## src/rtl/mult_unit_if.sv

```systemverilog
// Handshake and data bundle between the pipeline control and the HI/LO multiplier.
// The master drives requests and mthi/mtlo data; the slave returns status and HI/LO.
interface mult_unit_if #(
  parameter int WIDTH = 32
);
  logic             start;
  logic             is_signed;
  logic [WIDTH-1:0] a;
  logic [WIDTH-1:0] b;
  logic             wr_hi;
  logic             wr_lo;
  logic [WIDTH-1:0] wdata;
  logic             busy;
  logic             done;
  logic [WIDTH-1:0] hi;
  logic [WIDTH-1:0] lo;

  modport master (
    output start, is_signed, a, b, wr_hi, wr_lo, wdata,
    input  busy, done, hi, lo
  );

  modport slave (
    input  start, is_signed, a, b, wr_hi, wr_lo, wdata,
    output busy, done, hi, lo
  );
endinterface

```

## src/rtl/mult_unit.sv

```systemverilog
// Iterative shift-add multiplier with HI/LO registers for mult/multu/mfhi/mflo/mthi/mtlo.
// Signed products multiply magnitudes, then negate the result in a single fixup cycle.
module mult_unit #(
  parameter int WIDTH = 32
) (
  input logic        clk,
  input logic        reset,
  mult_unit_if.slave bus
);
  localparam int CW = (WIDTH > 1) ? $clog2(WIDTH) : 1;

  typedef enum logic [1:0] {IDLE, RUN, FIX} state_t;

  state_t             state_reg;
  logic [WIDTH-1:0]   mcand_reg;
  logic [WIDTH-1:0]   mplier_reg;
  logic [WIDTH-1:0]   hi_reg;
  logic [WIDTH-1:0]   lo_reg;
  logic [2*WIDTH-1:0] acc_reg;
  logic [CW-1:0]      count_reg;
  logic               neg_reg;
  logic               busy_reg;
  logic               done_reg;

  logic [WIDTH-1:0]   a_mag;
  logic [WIDTH-1:0]   b_mag;
  logic [2*WIDTH-1:0] partial;
  logic [2*WIDTH-1:0] acc_fixed;

  // The most negative operand maps onto itself, which is its correct unsigned magnitude.
  assign a_mag     = (bus.is_signed && bus.a[WIDTH-1]) ? -bus.a : bus.a;
  assign b_mag     = (bus.is_signed && bus.b[WIDTH-1]) ? -bus.b : bus.b;
  assign partial   = {{WIDTH{1'b0}}, mcand_reg} << count_reg;
  assign acc_fixed = neg_reg ? -acc_reg : acc_reg;

  always_ff @(posedge clk) begin
    if (reset) begin
      state_reg  <= IDLE;
      mcand_reg  <= '0;
      mplier_reg <= '0;
      acc_reg    <= '0;
      count_reg  <= '0;
      neg_reg    <= 1'b0;
      busy_reg   <= 1'b0;
      done_reg   <= 1'b0;
      hi_reg     <= '0;
      lo_reg     <= '0;
    end else begin
      done_reg <= 1'b0;
      case (state_reg)
        IDLE: begin
          if (bus.start) begin
            // A start in the same cycle as mthi/mtlo takes precedence; the writes are dropped.
            mcand_reg  <= a_mag;
            mplier_reg <= b_mag;
            neg_reg    <= bus.is_signed & (bus.a[WIDTH-1] ^ bus.b[WIDTH-1]);
            acc_reg    <= '0;
            count_reg  <= '0;
            busy_reg   <= 1'b1;
            state_reg  <= RUN;
          end else begin
            if (bus.wr_hi) hi_reg <= bus.wdata;
            if (bus.wr_lo) lo_reg <= bus.wdata;
          end
        end
        RUN: begin
          if (mplier_reg[count_reg]) acc_reg <= acc_reg + partial;
          count_reg <= count_reg + 1'b1;
          if (count_reg == CW'(WIDTH - 1)) state_reg <= FIX;
        end
        FIX: begin
          {hi_reg, lo_reg} <= acc_fixed;
          busy_reg  <= 1'b0;
          done_reg  <= 1'b1;
          state_reg <= IDLE;
        end
        default: state_reg <= IDLE;
      endcase
    end
  end

  assign bus.busy = busy_reg;
  assign bus.done = done_reg;
  assign bus.hi   = hi_reg;
  assign bus.lo   = lo_reg;
endmodule

```

## src/flat_wrapper.sv

```systemverilog
// flat-port wrapper written by rule: the top's interface ports become plain ports
module mult_unit_flat 
#(
  parameter int WIDTH = 32
)
  (clk, reset, bus_start, bus_is_signed, bus_a, bus_b, bus_wr_hi, bus_wr_lo, bus_wdata, bus_busy, bus_done, bus_hi, bus_lo);
  mult_unit_if #(.WIDTH(WIDTH)) bus_i ();
  input logic clk;
  input logic reset;
  input wire logic [$bits(bus_i.start)-1:0] bus_start;
  input wire logic [$bits(bus_i.is_signed)-1:0] bus_is_signed;
  input wire logic [$bits(bus_i.a)-1:0] bus_a;
  input wire logic [$bits(bus_i.b)-1:0] bus_b;
  input wire logic [$bits(bus_i.wr_hi)-1:0] bus_wr_hi;
  input wire logic [$bits(bus_i.wr_lo)-1:0] bus_wr_lo;
  input wire logic [$bits(bus_i.wdata)-1:0] bus_wdata;
  output wire logic [$bits(bus_i.busy)-1:0] bus_busy;
  output wire logic [$bits(bus_i.done)-1:0] bus_done;
  output wire logic [$bits(bus_i.hi)-1:0] bus_hi;
  output wire logic [$bits(bus_i.lo)-1:0] bus_lo;
  assign bus_i.start = bus_start;
  assign bus_i.is_signed = bus_is_signed;
  assign bus_i.a = bus_a;
  assign bus_i.b = bus_b;
  assign bus_i.wr_hi = bus_wr_hi;
  assign bus_i.wr_lo = bus_wr_lo;
  assign bus_i.wdata = bus_wdata;
  assign bus_busy = bus_i.busy;
  assign bus_done = bus_i.done;
  assign bus_hi = bus_i.hi;
  assign bus_lo = bus_i.lo;
  mult_unit #(.WIDTH(WIDTH)) u_core (.clk(clk), .reset(reset), .bus(bus_i));
endmodule
```

## config.mk

```make
export PLATFORM = sky130hd
export DESIGN_NAME = mult_unit_flat
export DESIGN_NICKNAME = d
export VERILOG_FILES = /design/src/rtl/mult_unit_if.sv /design/src/rtl/mult_unit.sv /design/src/flat_wrapper.sv
export SDC_FILE = /design/constraint.sdc
export NUM_CORES = 1
export LEC_CHECK = 0
export ABC_AREA = 1
export BUFFER_PORTS_ARGS = -buffer_cell sky130_fd_sc_hd__buf_2
export CAP_MARGIN = 20
export CELL_PAD_IN_SITES_DETAIL_PLACEMENT = 1
export CELL_PAD_IN_SITES_GLOBAL_PLACEMENT = 2
export CORE_MARGIN = 5
export CORE_UTILIZATION = 25
export CTS_CLUSTER_DIAMETER = 100
export CTS_CLUSTER_SIZE = 40
export DETAILED_ROUTE_END_ITERATION = 10
export PLACE_DENSITY = 0.77
export SYNTH_ARGS = -nofsm -noshare
export SYNTH_HDL_FRONTEND = slang
export SYNTH_SLANG_ARGS = --single-unit
```

## constraint.sdc

```tcl
create_clock -name clk -period 6 [get_ports clk]
set_input_delay 1.2 -clock clk [delete_from_list [all_inputs] [get_ports clk]]
set_output_delay 1.2 -clock clk [all_outputs]
set_load 0.1 [all_outputs]
```

* Word-level counts from Yosys, hierarchy flattened
Cells that the tools add are included.
Cells by class: add/subtract/negate cells 5, $mul 0, divide/modulo/power cells 0, magnitude comparators 1, eq/ne operators 9, shifts and indexed selects 1, mux-type cells 22, bitwise gates (word level) 2, reduce and logical (&&, ||, !) cells 12
Operators by type and width (count):
- $mux 32 | 6
- $mux 64 | 3
- $pmux 32 s2 | 2
- $pmux 64 s2 | 1
- $add 64x64->64 | 1
- $neg 32->32 | 2
- $neg 64->64 | 1
- $shl 32x5->64 | 1
- $pmux 5 s2 | 1
- $reduce_and 3->1 | 3
- $ne 2x2->1 const B | 4
- $reduce_and 2->1 | 4
- $lt 5x6->1 const B | 1
- $add 5x1->5 const B | 1
- $bmux 1 s5 | 1
- $eq 5x5->1 const B | 1
- $mux 5 | 1
- $mux 2 | 2
- $ne 2x1->1 const B | 2
- $pmux 2 s2 | 1
- $reduce_bool 2->1 | 2
- $mux 1 | 3
- $eq 2x1->1 const B | 1
- $eq 2x2->1 const B | 1
- other kinds (5) | 6
Word-level totals: register bits 202, bits in latches 0, memory bits (writable) 0, ROM bits 0, word-level logic and storage cells 62, memories kept 0

* Longest topological paths before layout
Gate-level depths: netlist (run 1).
word-level depth 4, mapped depth 29

* Worst setup path before layout (run 1)
OpenSTA, ideal clock, no wires.
path type reg2reg, start point register u_core.count_reg[0], end point register u_core.acc_reg[32], setup time 116 ps, data arrival time 2919 ps, path slack 2965 ps, stages on the path, launching flop included 27, cells stage by stage dfxtp_1 -> buf_6 -> buf_6 -> buf_4 -> nand2_1 -> o21ai_0 -> or2_2 -> o21ai_0 -> o21ai_0 -> nand2_1 -> o21ai_0 -> nand2_1 -> o21ai_0 -> ha_1 -> nand2_1 -> nor2_1 -> inv_1 -> nor2_1 -> inv_1 -> o21bai_1 -> inv_1 -> nand2_1 -> nand2_1 -> nand3_1 -> nand2_1 -> inv_1 -> nor2_1
On the way: cells in the longest elaborated chain, start to end 4
RTL lines:
- start, declared | line mult_unit.sv:20 | logic [CW-1:0] count_reg;
- start signal, assigned | line mult_unit.sv:68 | count_reg <= count_reg + 1'b1;
- $shl 32x5->64 / $bmux 1 s5 (equally long branches) | line mult_unit.sv:33, mult_unit.sv:67
- $add 64x64->64 / $mux 1 (equally long branches) | line mult_unit.sv:67 | if (mplier_reg[count_reg]) acc_reg <= acc_reg + partial;
- $mux 64 / $ne 2x1->1 (equally long branches)
- $pmux 64 s2 / $reduce_and 3->1 (equally long branches)
- end signal, assigned | line mult_unit.sv:67
- end, declared | line mult_unit.sv:19 | logic [2*WIDTH-1:0] acc_reg;
Parallel ways exist; a longest one is shown, timed or not. The select of a mux whose other input is x is not followed. A chain may end at the register's enable or synchronous reset.

* Final worst setup path (run 1)
start point register u_core.count_reg[0], end point register u_core.acc_reg[23]
The elaborated chain is that of the path after synthesis.

==> results.yml, run 1 <==
status:
  status: "complete, no violations"
clock_tree:
  clock-sinks: 202
  cts_setup_buffers: 0
  cts-root-buf: "clkbuf_16"
  clk_pin_slew_ns: 0.14
  post_cts_resized: 0
  cts_max_path_buffers: 3
  cts_buffers: 18
  worstSkewPairLatency_ns: 0.59
  ctsHoldBuffers: 0
  cts_max_level: 1
  cts_tree: "built"
setup_path:
  crit_buf_inv: 4
  critPathMostFrequentCell: "nand2_1"
  cp.required_ns: 6.46
  reg2reg_depth: 20
  crit_path_start: "u_core.count_reg[0]"
  crit_type: "reg2reg"
  setup.worst_path.start_class: "register"
  setup.worst_path.end: "u_core.acc_reg[23]"
  cp.depth: 20
  critPathCaptureType: "register"
  r2r_start: "u_core.count_reg[0]"
  reg2reg_to: "u_core.acc_reg[23]"
  worst-r2r-setup-slack_ns: 0.86
  critPathTopFamily: "compound AO/OA/AOI/OAI gates"
  cpMaxStageDelayCell: "o21ai_0"
  crit_chain: "inv_2, o21ai_0, inv_1, o21ai_0, nand2_1, o21ai_0, mux2i_1, o21ai_0, ha_1, nand2_1, inv_1, nand2_1, nand2_1, a21oi_1, nand3_1, or2_2, nand3_1, nand2_1, inv_1, nor2_1"
  slowest_delay_ns: 0.77
  cp.arrival_ns: 5.60
  worstPathMaxFanout: 38
placed_design:
  place_hpwl_um: 74200
  gp_congestion: 0.931
  pre_cts_ws_ns: 1.05
  io_buffers: 167
drt:
  wl_per_cell_um: 19.5
  drt_iter0_markers: 1456
  via_count: 23001
  vias_per_cell: 4.87
  firstDrtPassIters: 5
  remaining_drc_errors: 0
  drtAntennaViolNets: 0
  drt-total-wl_um: 92000
logic_synthesis:
  synthCells: 3596
  ys_ff_latch: 202
  synthesis.nets: 3767
  synthArstFlopShare: 0
  yosysTopAreaCellShare: 0.210
  yosys_warnings: 0
  ys.flop_type: "dfxtp_1"
  ys_seq_area_frac: 0.207
  synth.distinct_cells: 45
  synth_commonest_cells: "nand2_1 (1094), inv_1 (522), nor2_1 (410)"
  synth_area_per_cell_um2: 5.43
  synth_edf_count: 0
  synth_area_leaders: "nand2_1 (21%), dfxtp_1 (21%), inv_1 (10%)"
  netlist_area_um2: 19500
  synth_top_cell_by_area: "nand2_1"
  synth.most_common_cell: "nand2_1"
floorplan:
  die_y_um: 290
  core_area_um2: 77500
  ios: 168
  die_x_um: 290
  rows: 102
  initial_core_util: 0.252
  die-area_um2: 83800
timing:
  setup_ws_ns: 0.863
  setup_viol: 0
  relSlewSlack: 0.199
  hold_viol_final: 0
  fin_worst_skew_ns: 0.0619
  tns_ns: 0
  period_share: 0.856
  rsz0062_at_grt: "no"
  drv_slew: 0
  max_freq_ghz: 0.195
  tightestPinTransition_ns: 1.19
  period_minus_slack_ns: 5.14
global_route:
  grt_util_all_layers: 0.211
  first_global_vias: 22468
  gr-total-overflow: 0
  grt_max_degree: 94
  grt_pass1_wl_um: 137000
  antenna_found_initial: 2
worst_hold_path:
  min_path_type: "reg2reg"
run:
  drv_cap: 0
layout:
  drive_above_1_share: 0.0763
  syn_to_final_growth_pct: 13.3
  largest_reg_flops: 64
  final_nets: 3840
  n_fill_cell: 10425
power:
  p_total_mw: 4.72
  ir_drop_mv: 0.162
  power_density_nw_per_um2: 213
  p_leak_nw: 11.2
==> kinds of logic after synthesis <==
group	after synthesis	share of synthesized area
XOR/XNOR	49	0.0220
AO/OA/AOI/OAI	627	0.168
flip-flops	202	0.207
multiplexers	18	0.00922
adder cells (fa/ha/maj)	69	0.0446
buffers and inverters	672	0.135
AND/OR/NAND/NOR	1959	0.415
==> worst min-delay path, cell delays in order, from the launching register on <==
cell,delay (ns)
dfxtp_1,0.34
nand2_1,0.06
a21oi_1,0.05
==> cell type report <==
type | count | area [um^2] | share of cell area
Clock buffer | 19 | 475 | 0.0215
Antenna cell | 1 | 2.50 | 0.000113
Sequential cell | 202 | 4050 | 0.183
Inverter | 530 | 1990 | 0.0900
Multi-Input combinational cell | 2722 | 12900 | 0.583
Timing Repair Buffer | 195 | 1070 | 0.0482
Clock inverter | 13 | 352 | 0.0159
Tap cell | 1040 | 1300 | 0.0588
==> worst min path at each step <==
stage / from / endpoint / slack [ns] / depth (start not counted)
after floorplan: u_core.mcand_reg[7] / u_core.mcand_reg[7] / 0.47 / 2
after global placement: u_core.bus.busy / u_core.bus.busy / 0.46 / 2
after detailed placement: u_core.bus.busy / u_core.bus.busy / 0.46 / 2
after CTS: u_core.bus.busy / u_core.bus.busy / 0.48 / 2
after global routing: u_core.bus.busy / u_core.bus.busy / 0.51 / 2
final: u_core.bus.busy / u_core.bus.busy / 0.48 / 2
==> placed cells by master (no fill, tap or decap), drive strengths merged, types with 6 or more instances in the layout <==
master and n:
nand4 38, nor2 415, o21bai 10, o21ai 304
nand3b 25, nor4 10, nand2 1096, nor3 46
clkinv 14, xnor2 6, xor2 43, buf 195
or2 27, o31ai 8, inv 529, mux2i 18
nand3 300, dfxtp 202, ha 68, a21oi 270
clkbuf 19, o211ai 12, a31oi 13
==> per-layer routing <==
| layer | vias up | wire (um) | track usage | part of all wire |
|---|---|---|---|---|
| met2 | 421 | 40700 | 0.337 | 0.44 |
| li1 | 11586 | - | - | - |
| met5 | - | 13 | 0 | 0.00014 |
| met4 | 2 | 3340 | 0.0662 | 0.036 |
| met3 | 106 | 4370 | 0.0282 | 0.048 |
| met1 | 10886 | 43600 | 0.297 | 0.47 |
==> stage by stage <==
step,hold WS [ns],cells,area (um^2),util
after global routing,0.511,4721,22100,0.286
after global placement,0.460,4688,21300,0.275
after detailed placement,0.463,4688,21300,0.275
after floorplan,0.468,3596,19500,-
final,0.484,4722,22100,0.286
after CTS,0.483,4720,22100,0.285
==> power breakdown <==
part / total (mW) / internal, mW / switching, mW
clock network: 1.55 / 0.694 / 0.852
registers: 1.55 / 1.44 / 0.104
logic: 1.62 / 0.408 / 1.22
No activity file was read; power rests on OpenSTA's default activity.
==> inputs of run 2 (changes only) <==
CELL_PAD_IN_SITES_DETAIL_PLACEMENT = default   (was 1)
CELL_PAD_IN_SITES_GLOBAL_PLACEMENT = default   (was 2)
PLACE_DENSITY = 0.49   (was 0.77)
==> run 2 against run 1 <==
Die area is the same. Non-clock buffer count shrank 1. First-iteration DRC count grew 22%. Utilization shrank 0.25 points.
==> results.yml, run 2 (same netlist as run 1, synthesis figures left out) <==
clock_tree:
  cts_max_level: 1
  cts_tree: "built"
  clk_pin_slew_ns: 0.14
  cts_setup_buffers: 0
  clock-sinks: 202
  cts_max_path_buffers: 3
  cts-root-buf: "clkbuf_16"
  post_cts_resized: 0
  cts_buffers: 15
  worstSkewPairLatency_ns: 0.56
  ctsHoldBuffers: 0
placed_design:
  io_buffers: 167
  dpl_cell_area_um2: 21300
  place_hpwl_um: 68200
  gp_congestion: 0.976
global_route:
  grt_util_all_layers: 0.192
  grt_max_degree: 84
  antenna_found_initial: 2
  first_global_vias: 20554
  gr-total-overflow: 0
  grt_pass1_wl_um: 125000
layout:
  design_area_um2: 21900
  layout_common_cells: "nand2_1 (1094), inv_1 (521), nor2_1 (406)"
  final_util: 0.283
  antennaDiodeCount: 0
  final_nets: 3836
  drive_above_1_share: 0.0743
  n_fill_cell: 9127
  largest_reg_flops: 64
  final_common_cell: "nand2_1"
  syn_to_final_growth_pct: 12.3
timing:
  fin_worst_skew_ns: 0.0498
  period_minus_slack_ns: 4.79
  tns_ns: 0
  rsz0062_at_grt: "no"
  max_freq_ghz: 0.209
  period_share: 0.799
  hold_slack_ns: 0.486
  hold_viol_final: 0
  tightestPinTransition_ns: 1.07
  drv_slew: 0
  relSlewSlack: 0.279
  setup_viol: 0
drt:
  drt-total-wl_um: 84300
  wl_per_cell_um: 17.9
  via_count: 22589
  remaining_drc_errors: 0
  vias_per_cell: 4.79
  firstDrtPassIters: 8
  drtAntennaViolNets: 0
  drt_iter0_markers: 1771
floorplan:
  die_y_um: 290
  die_x_um: 290
  core_area_um2: 77500
  die-area_um2: 83800
  ios: 168
  initial_core_util: 0.252
  rows: 102
power:
  power_density_nw_per_um2: 202
  p_leak_nw: 11.1
  ir_drop_mv: 0.158
  p_total_mw: 4.42
setup_path:
  critPathCaptureType: "register"
  cp.required_ns: 6.36
  setup.worst_path.start_class: "register"
  crit_type: "reg2reg"
  cp.arrival_ns: 5.16
  worstPathMaxFanout: 38
run:
  drv_cap: 0
worst_hold_path:
  min_path_type: "reg2reg"
status:
  status: "complete, no violations"
[run 2: power by group]
part / internal [mW] / switching (mW) / total (mW)
Combinational: 0.409 / 1.18 / 1.59
Sequential: 1.44 / 0.106 / 1.55
Clock: 0.547 / 0.740 / 1.29
Total: 2.40 / 2.03 / 4.42
[run 2: metrics by stage]
step	cells	setup WS, ns
after floorplan	3596	2.97
after global placement	4686	1.41
after detailed placement	4686	1.32
after CTS	4711	1.28
after global routing	4713	0.791
final	4713	1.21
[run 2: final timing paths]
kind,to,startpoint,slack [ns],cells past startpoint
max reg2reg,u_core.acc_reg[60],u_core.count_reg[0],1.21,20
max,u_core.acc_reg[60],u_core.count_reg[0],1.21,20
min reg2reg,u_core.bus.busy,u_core.bus.busy,0.49,2
min,u_core.bus.busy,u_core.bus.busy,0.49,2
[run 2: layer usage]
metal  share of wire  wire [um]  GRT usage
met5               0          0          0
met3           0.055       4610     0.0196
met1            0.47      39800      0.276
met4           0.028       2320     0.0460
met2            0.45      37600      0.311
[run 2: layout make-up]
cell class / count / area, um^2 / share of cell area
sequential: 202 / 4050 / 0.185
tap: 1040 / 1300 / 0.0593
clock buffer: 15 / 375 / 0.0171
inverter: 530 / 1990 / 0.0908
timing repair buffer: 194 / 1080 / 0.0492
multi-input combinational: 2722 / 12900 / 0.588
clock inverter: 10 / 249 / 0.0114
[run 2: worst max-delay path, stage by stage, from the launching register on]
cell     delay (ns)
dfxtp_2        0.59
inv_2          0.36
o21ai_0        0.26
inv_1          0.07
o21ai_0        0.24
nand2_1        0.08
o21ai_0        0.13
o21ai_0        0.19
o21ai_0        0.79
ha_1           0.34
nand2_1        0.16
nor2_1         0.20
inv_1          0.08
nor2_1         0.30
a21oi_1        0.12
nand2_1        0.26
nand2_1        0.14
nand2_1        0.08
nand2_1        0.04
nand3_1        0.07
a21oi_1        0.06
==> inputs of run 3 (changes only) <==
PLACE_DENSITY = 0.5   (was 0.49)
clock period = 4.26 ns   (was 6 ns; I/O delays follow)
==> run 3 against run 2 <==
Fmax up 18%. Critical path type unchanged. Clock power increased by 33%. Power is 40% higher. Critical endpoint is now u_core.acc_reg[47]. Wire length fell by 1.3%. Largest power group unchanged. Flip-flop and latch count unchanged. Non-clock buffer count rose by 43. Die area unchanged.
==> results.yml, run 3 (same netlist as run 1, synthesis figures left out) <==
drt:
  drt_iter0_markers: 1842
  firstDrtPassIters: 5
  drt-total-wl_um: 83200
  wl_per_cell_um: 17.5
  via_count: 22563
  vias_per_cell: 4.75
  drtAntennaViolNets: 0
  remaining_drc_errors: 0
floorplan:
  initial_core_util: 0.252
  core_area_um2: 77500
  rows: 102
  die_x_um: 290
  ios: 168
  die_y_um: 290
  die-area_um2: 83800
power:
  p_total_mw: 6.20
  power_density_nw_per_um2: 279
  p_leak_nw: 11.3
  ir_drop_mv: 0.192
clock_tree:
  cts_tree: "built"
  cts-root-buf: "clkbuf_16"
  ctsHoldBuffers: 0
  cts_max_level: 1
  worstSkewPairLatency_ns: 0.56
  clock-sinks: 202
  cts_buffers: 15
  cts_max_path_buffers: 3
  clk_pin_slew_ns: 0.14
setup_path:
  setup.worst_path.start_class: "register"
  r2r_start: "u_core.count_reg[0]"
  worstPathMaxFanout: 20
  critPathTopFamily: "simple AND/OR/NAND/NOR gates"
  reg2reg_to: "u_core.acc_reg[47]"
  crit_type: "reg2reg"
  worst-r2r-setup-slack_ns: 0.19
  reg2reg_depth: 18
  cpMaxStageDelayCell: "ha_1"
  crit_buf_inv: 1
  slowest_delay_ns: 0.48
  crit_chain: "buf_4, nand2_1, o21ai_0, nand2_1, nand3_1, o21ai_0, o21ai_0, mux2i_1, ha_1, nand2_1, nor2_1, nand2_1, nor3_1, nand3_1, nand3_1, nand2_1, nand3_1, a21oi_1"
  cp.arrival_ns: 4.47
  critPathMostFrequentCell: "nand2_1"
  cp.required_ns: 4.66
  critPathCaptureType: "register"
worst_hold_path:
  min_from: "u_core.bus.busy"
  whs_path_depth: 2
  hold-path-endpoint: "u_core.bus.busy"
  min_path_type: "reg2reg"
timing:
  period_minus_slack_ns: 4.07
  hold_slack_ns: 0.500
  period_share: 0.954
  max_freq_ghz: 0.246
  drv_slew: 0
  setup_ws_ns: 0.194
  relSlewSlack: 0.276
  rsz0062_at_grt: "no"
  hold_viol_final: 0
  tightestPinTransition_ns: 1.08
  setup_viol: 0
  fin_worst_skew_ns: 0.0566
layout:
  antennaDiodeCount: 0
  design_area_um2: 22200
  layout_common_cells: "nand2_1 (1094), inv_1 (521), nor2_1 (403)"
  syn_to_final_growth_pct: 13.8
  drive_above_1_share: 0.0867
  largest_reg_flops: 64
  final_nets: 3879
  final_common_cell: "nand2_1"
global_route:
  first_global_vias: 20476
  antenna_found_initial: 1
  grt_max_degree: 137
  grt_util_all_layers: 0.191
  gr-total-overflow: 0
  grt_pass1_wl_um: 125000
status:
  status: "complete, no violations"
placed_design:
  place_hpwl_um: 67400
  dpl_cell_area_um2: 21600
  pre_cts_ws_ns: -0.0530
  gp_congestion: 0.972
  io_buffers: 167
run:
  drv_cap: 0
## run 3: worst register-to-register path, delay by kind of cell (launching register included)
kind,cells,cell delay (ns)
adders and majority gates,1,0.48
AOI/OAI and AO/OA,4,0.73
muxes,1,0.28
DFF,1,0.47
and+or+nand+nor,11,1.69
buffers and inverters,1,0.27
## run 3: cell type report
class / instances / area (um^2)
Fill cell: 9069 / 55200
Multi-Input combinational cell: 2722 / 12900
Sequential cell: 202 / 4050
Inverter: 530 / 1990
Timing Repair Buffer: 237 / 1410
Tap cell: 1040 / 1300
Clock buffer: 15 / 375
Clock inverter: 9 / 189
## run 3: where the power goes
| part | switching, mW | internal [mW] |
|---|---|---|
| clock | 0.971 | 0.742 |
| combinational | 1.68 | 0.626 |
| sequential | 0.147 | 2.03 |
| total | 2.80 | 3.40 |
## run 3: per-stage QoR
stage	std cells	setup TNS [ns]	utilization
2_1_floorplan	3596	0	-
3_3_place_gp	4730	-0.0720	0.279
3_5_place_dp	4730	-0.0530	0.279
4_1_cts	4754	0	0.286
5_1_grt	4755	0	0.287
6_report	4755	0	0.287
## run 3: repair_timing
action | in CTS | in global routing
pin swaps | 0 | 1
endpoints found under the setup margin | 2 | 44
buffers inserted | 0 | 1
resized for setup | 1 | 18
## run 3: worst max-delay path by stage
stage,start,end,slack [ns],depth (start not counted)
detailed placement,u_core.count_reg[0],u_core.acc_reg[22],-0.05,23
global route,u_core.count_reg[0],u_core.acc_reg[30],0.01,19
finish,u_core.count_reg[0],u_core.acc_reg[47],0.19,18
global placement,u_core.count_reg[0],u_core.acc_reg[22],-0.07,23
CTS,u_core.count_reg[0],u_core.acc_reg[22],0.07,23
floorplan,u_core.count_reg[0],u_core.acc_reg[32],1.23,26
## run 3: layer usage
metal / part of all wire / wire length (um) / global-route usage / vias to the layer above
met2: 0.43 / 35900 / 0.298 / 566
met3: 0.053 / 4380 / 0.0245 / 106
met4: 0.033 / 2710 / 0.0506 / 2
met5: 0.00013 / 11 / 0 / -
li1: - / - / - / 11679
met1: 0.48 / 40200 / 0.278 / 10210
